[config.mk]
export PLATFORM = sky130hd
export DESIGN_NAME = key_press_det
export DESIGN_NICKNAME = d
export VERILOG_FILES = /design/src/rtl/key_press_det_pkg.sv /design/src/rtl/key_sync.sv /design/src/rtl/key_press_det.sv
export SDC_FILE = /design/constraint.sdc
export NUM_CORES = 1
export LEC_CHECK = 0
export ABC_AREA = 1
export ABC_CLOCK_PERIOD_IN_PS = 1700
export CAP_MARGIN = 20
export CORE_ASPECT_RATIO = 1.1
export CORE_MARGIN = 5
export CORE_UTILIZATION = 30
export CTS_BUF_LIST = sky130_fd_sc_hd__clkbuf_4 sky130_fd_sc_hd__clkbuf_8
export DETAILED_ROUTE_END_ITERATION = 10
export PLACE_DENSITY = 0.44
export REMOVE_ABC_BUFFERS = 1
export SYNTH_ARGS = -nofsm -noshare
export SYNTH_HDL_FRONTEND = slang
export SYNTH_SLANG_ARGS = --single-unit
[constraint.sdc]
create_clock -name clk -period 1.7 [get_ports clk]
set_input_delay 0.34 -clock clk [delete_from_list [all_inputs] [get_ports clk]]
set_output_delay 0.34 -clock clk [all_outputs]
set_load 0.01 [all_outputs]
[src/rtl/key_press_det_pkg.sv]
// Shared definitions for the key front-end: FSM state encodings and default timing constants.
// Imported by the key logic and by anything that needs to decode its state.
package key_press_det_pkg;

  localparam int unsigned STATE_W = 3;

  localparam logic [STATE_W-1:0] ST_IDLE        = 3'd0;
  localparam logic [STATE_W-1:0] ST_DEB_PRESS   = 3'd1;
  localparam logic [STATE_W-1:0] ST_PRESSED     = 3'd2;
  localparam logic [STATE_W-1:0] ST_LONG_HELD   = 3'd3;
  localparam logic [STATE_W-1:0] ST_DEB_RELEASE = 3'd4;

  // Defaults for a 50 MHz clock: 20 ms debounce, 1 s long press, 200 ms repeat
  localparam logic [31:0] DEB_MAX_DEF  = 32'd999_999;
  localparam logic [31:0] LONG_MAX_DEF = 32'd49_999_999;
  localparam logic [31:0] RPT_MAX_DEF  = 32'd9_999_999;

endpackage

[src/rtl/key_sync.sv]
// Generic 2-FF synchroniser for asynchronous inputs; both stages reset to RST_VAL.
module key_sync #(
  parameter int unsigned        WIDTH   = 1,
  parameter logic [WIDTH-1:0]   RST_VAL = '1
) (
  input  logic             clk,
  input  logic             rst_n,
  input  logic [WIDTH-1:0] d,
  output logic [WIDTH-1:0] q
);

  logic [WIDTH-1:0] meta;

  always_ff @(posedge clk or negedge rst_n) begin
    if (!rst_n) begin
      meta <= RST_VAL;
      q    <= RST_VAL;
    end else begin
      meta <= d;
      q    <= meta;
    end
  end

endmodule

[src/rtl/key_press_det.sv]
// Push-button front-end: synchronise, debounce and classify presses into short / long / repeat
// pulses, plus a debounced pressed level.
module key_press_det
  import key_press_det_pkg::*;
#(
  parameter logic [31:0] DEB_MAX  = DEB_MAX_DEF,
  parameter logic [31:0] LONG_MAX = LONG_MAX_DEF,
  parameter logic [31:0] RPT_MAX  = RPT_MAX_DEF
) (
  input  logic clk,
  input  logic rst_n,
  input  logic key,
  output logic key_ok,
  output logic key_long,
  output logic key_rpt,
  output logic key_down
);

  logic               key_s;
  logic [STATE_W-1:0] state;
  logic [31:0]        cnt;
  logic               long_flag;

  key_sync #(
    .WIDTH   (1),
    .RST_VAL (1'b1)
  ) u_key_sync (
    .clk   (clk),
    .rst_n (rst_n),
    .d     (key),
    .q     (key_s)
  );

  // cnt is cleared on every state change, so each == compare is reached before any wrap.
  always_ff @(posedge clk or negedge rst_n) begin
    if (!rst_n) begin
      state     <= ST_IDLE;
      cnt       <= 32'd0;
      long_flag <= 1'b0;
      key_ok    <= 1'b0;
      key_long  <= 1'b0;
      key_rpt   <= 1'b0;
      key_down  <= 1'b0;
    end else begin
      key_ok   <= 1'b0;
      key_long <= 1'b0;
      key_rpt  <= 1'b0;
      case (state)
        ST_IDLE: begin
          if (!key_s) begin
            state <= ST_DEB_PRESS;
            cnt   <= 32'd0;
          end
        end
        ST_DEB_PRESS: begin
          if (key_s) begin
            state <= ST_IDLE;
            cnt   <= 32'd0;
          end else if (cnt == DEB_MAX) begin
            state    <= ST_PRESSED;
            cnt      <= 32'd0;
            key_down <= 1'b1;
          end else begin
            cnt <= cnt + 32'd1;
          end
        end
        ST_PRESSED: begin
          if (key_s) begin
            state     <= ST_DEB_RELEASE;
            cnt       <= 32'd0;
            long_flag <= 1'b0;
          end else if (cnt == LONG_MAX) begin
            state    <= ST_LONG_HELD;
            cnt      <= 32'd0;
            key_long <= 1'b1;
          end else begin
            cnt <= cnt + 32'd1;
          end
        end
        ST_LONG_HELD: begin
          if (key_s) begin
            state     <= ST_DEB_RELEASE;
            cnt       <= 32'd0;
            long_flag <= 1'b1;
          end else if (cnt == RPT_MAX) begin
            cnt     <= 32'd0;
            key_rpt <= 1'b1;
          end else begin
            cnt <= cnt + 32'd1;
          end
        end
        ST_DEB_RELEASE: begin
          // A release bounce resumes the hold phase we came from with its timing restarted
          if (!key_s) begin
            state <= long_flag ? ST_LONG_HELD : ST_PRESSED;
            cnt   <= 32'd0;
          end else if (cnt == DEB_MAX) begin
            state    <= ST_IDLE;
            cnt      <= 32'd0;
            key_down <= 1'b0;
            key_ok   <= ~long_flag;
          end else begin
            cnt <= cnt + 32'd1;
          end
        end
        default: begin
          state     <= ST_IDLE;
          cnt       <= 32'd0;
          long_flag <= 1'b0;
          key_down  <= 1'b0;
        end
      endcase
    end
  end

endmodule
==> out/qor.yml <==
run_status:
  status: "finished, violations left"
  violations: "setup timing"
synth:
  synth-xor-area-share_pct: 2.16
  synth_cells: 539
  yosys.cell_count.top_type: "nand2_1"
  async_flop_share_pct: 100
  muxShareOfSynthArea_pct: 0
  ys_warn_count: 0
  synthAdderAreaFrac_pct: 0.386
  yosys.area.top_type: "dfrtp_1"
  synth_simple_gate_area_share_pct: 51.6
  synth_compound_area_share_pct: 4.59
  synth-seq-area-share_pct: 32.5
  synthTopCellsByCount: "nand2_1 (213), nor2_1 (98), inv_1 (53)"
  synth_seq_cells: 42
  synth_edf_count: 0
  syn-cell-area_um2: 3240
  synth_top_family_by_area: "simple AND/OR/NAND/NOR gates"
  postSynthAreaPerCell_um2: 6.01
  yosysUniqueCellTypes: 31
  yosys-top-cells-area: "dfrtp_1 (31%), nand2_1 (25%), nor2_1 (11%)"
  synthFlopType: "dfrtp_1"
  synth_top_area_share_pct: 30.9
sta:
  period_share_pct: 107
  min_period_ps: 1820
  worstMarginPinSlew_ps: 605
  fin_ws_ps: -123
  hold_violations: 0
  fmax_ghz: 0.549
  drv_slew: 0
  slew_headroom_pct: 59.7
  holdWs_ps: 32.4
  finClkSkew_ps: 6.32
  final-setup-viol-count: 33
  rsz0062_at_grt: "yes"
  tns_ps: -1860
placement:
  place_ws_ps: -174
  dp.cells: 776
  globalplace.congestion: 0.897
  dpl.hpwl_um: 8480
  port_buffers: 6
die:
  coreArea_um2: 10500
  row_count: 39
  initial_core_util_pct: 30.9
  ios: 7
  die_y_um: 119
  dieArea_um2: 13000
  die_x_um: 109
layout:
  utilization_pct: 43.0
  drive_above_1_share_pct: 26.4
  n_antenna_cell: 0
  final_cells: 791
  final_nets: 652
  area_delta_synth_final_pct: 39.2
global_route:
  grt_util_all_layers_pct: 18.1
  grtUsageMet1_pct: 24.0
  grt-busiest-layer: "met2"
  grt_antenna_before_repair: 0
  grt_pass1_wl_um: 18400
  grt_util_met3_pct: 2.65
  grt_max_degree: 28
  grt_pass1_vias: 3607
  met2_usage_pct: 29.8
  grt-ovfl-total: 0
routing:
  via_per_inst: 4.61
  drt-total-wl_um: 11000
  drc_errors: 0
  wire_per_inst_um: 13.9
  antenna_left: 0
  firstDrtPassIters: 4
  first_iter_violations: 182
  via_count: 3649
worst_setup_path:
  r2r_start: "cnt[0]"
  path_max_fanout: 7
  timing.critical_path.arrival_ps: 2030
  crit_start: "cnt[0]"
  required_ps: 1910
  path_class: "flip-flop to flip-flop"
  ff2ff_path_depth: 13
  end_kind: "flip-flop"
  cp-start-kind: "flip-flop"
power_and_ir_drop:
  comb_power_share_pct: 49.1
  pwr-share-seq_pct: 31.5
  internal_power_mw: 2.08
  switching_share_pct: 42.4
  ir_drop_v: 0.000458
  p_leak_nw: 2.13
  p_per_area_nw_per_um2: 801
  p_sw_mw: 1.53
  p_clk_share_pct: 19.4
clock_network:
  cts_sinks: 42
  cts_root_buf: "clkbuf_8"
  cts_buffers: 5
  cts_tree: "yes"
  clkLatencyLatePin_ps: 310
  cts_max_level: 2
  clk_pin_slew_ps: 80
  clockBufferDepth: 2
min_path:
  hold_class: "input pin to async pin"
job:
  maxCapViolCount: 0
[worst paths after layout]
kind | to | slack, ps
setup / recovery | cnt[23] | -120
hold / removal | state[2] | 30
setup reg to reg | cnt[23] | -120
hold reg to reg | u_key_sync.q | 360
max in group asynchronous | cnt[15] | 1070
min in group clk | u_key_sync.q | 360
[kinds of logic (layout without fill, tap and decap cells)]
logic type | count (synthesis) | after routing
adders and majority gates | 1 | 1
AOI/OAI and AO/OA | 26 | 26
DFF | 42 | 42
xor gates and xnor gates | 8 | 8
and+or+nand+nor | 394 | 396
buffers and inverters | 68 | 175
[power groups by stage]
stage	combinational (mW)	clock, mW	sequential [mW]
floorplan	0.693	0	1.15
global placement	1.49	0	1.16
detailed placement	1.49	0	1.16
CTS	1.76	0.730	1.14
global route	1.97	0.768	1.15
finish	1.77	0.701	1.14
[through the flow]
stage / instance area (um2) / power [mW]
finish: 4510 / 3.61
global route: 4510 / 3.89
CTS: 4430 / 3.63
detailed placement: 4190 / 2.64
global placement: 4190 / 2.64
floorplan: 3170 / 1.85
[what timing repair did]
| item | 4_1_cts | 5_1_grt |
|---|---|---|
| pin swaps | 1 | 14 |
| endpoints found under the setup margin | 32 | 36 |
| resized for setup | 24 | 27 |
| cloned | 2 | 0 |
| setup buffers | 5 | 3 |
| hold buffers | 0 | 0 |
[worst max-delay path, stage by stage, from the launching register on]
cell,delay [ps]
dfrtp_1,370
ha_2,190
nand2_2,70
nor2_4,190
nand3_2,120
nor2_2,100
nand2_2,80
nand2_2,100
nand2_4,70
nand2_8,110
buf_12,120
nand2_8,80
nand2_1,70
nand2_1,40
[layer usage]
metal	routed length, um	vias up
li1	-	1903
met1	5230	1688
met2	5250	38
met3	266	20
met4	267	0
met5	0	-
[registers in the layout, summed over array words and instances (netlist names)]
register	count
cnt	32
key_down	1
key_long	1
key_ok	1
key_rpt	1
long_flag	1
state	3
u_key_sync.meta	1
u_key_sync.q	1
[placed cells by master (no fill, tap or decap), types with 2 or more instances in the layout]
| cell type | instances |
|---|---|
| clkdlybuf4s50_1 | 5 |
| nor3b_1 | 2 |
| nand3b_1 | 3 |
| nand2_8 | 3 |
| inv_1 | 51 |
| clkbuf_8 | 5 |
| dfstp_2 | 2 |
| xor2_1 | 8 |
| clkbuf_4 | 2 |
| nor2_4 | 3 |
| inv_2 | 5 |
| nand2_2 | 20 |
| buf_4 | 97 |
| o21ai_1 | 3 |
| buf_6 | 4 |
| nand2_4 | 5 |
| o21ai_0 | 10 |
| a21oi_1 | 5 |
| nor3_1 | 16 |
| nor2_2 | 8 |
| nor2_1 | 92 |
| nand3_1 | 26 |
| o211ai_1 | 3 |
| nand3_2 | 5 |
| nand2_1 | 197 |
| nand4_1 | 13 |
| dfrtp_1 | 39 |
| buf_12 | 4 |
[layout make-up]
class | instances | area (um2)
clock buffers | 7 | 83.8
fillers | 1125 | 5980
well taps | 143 | 179
multi-input cells | 431 | 2070
repair buffers | 111 | 908
flip-flops and latches | 42 | 1050
inverters | 57 | 219
(Power assumes the default switching activity.)
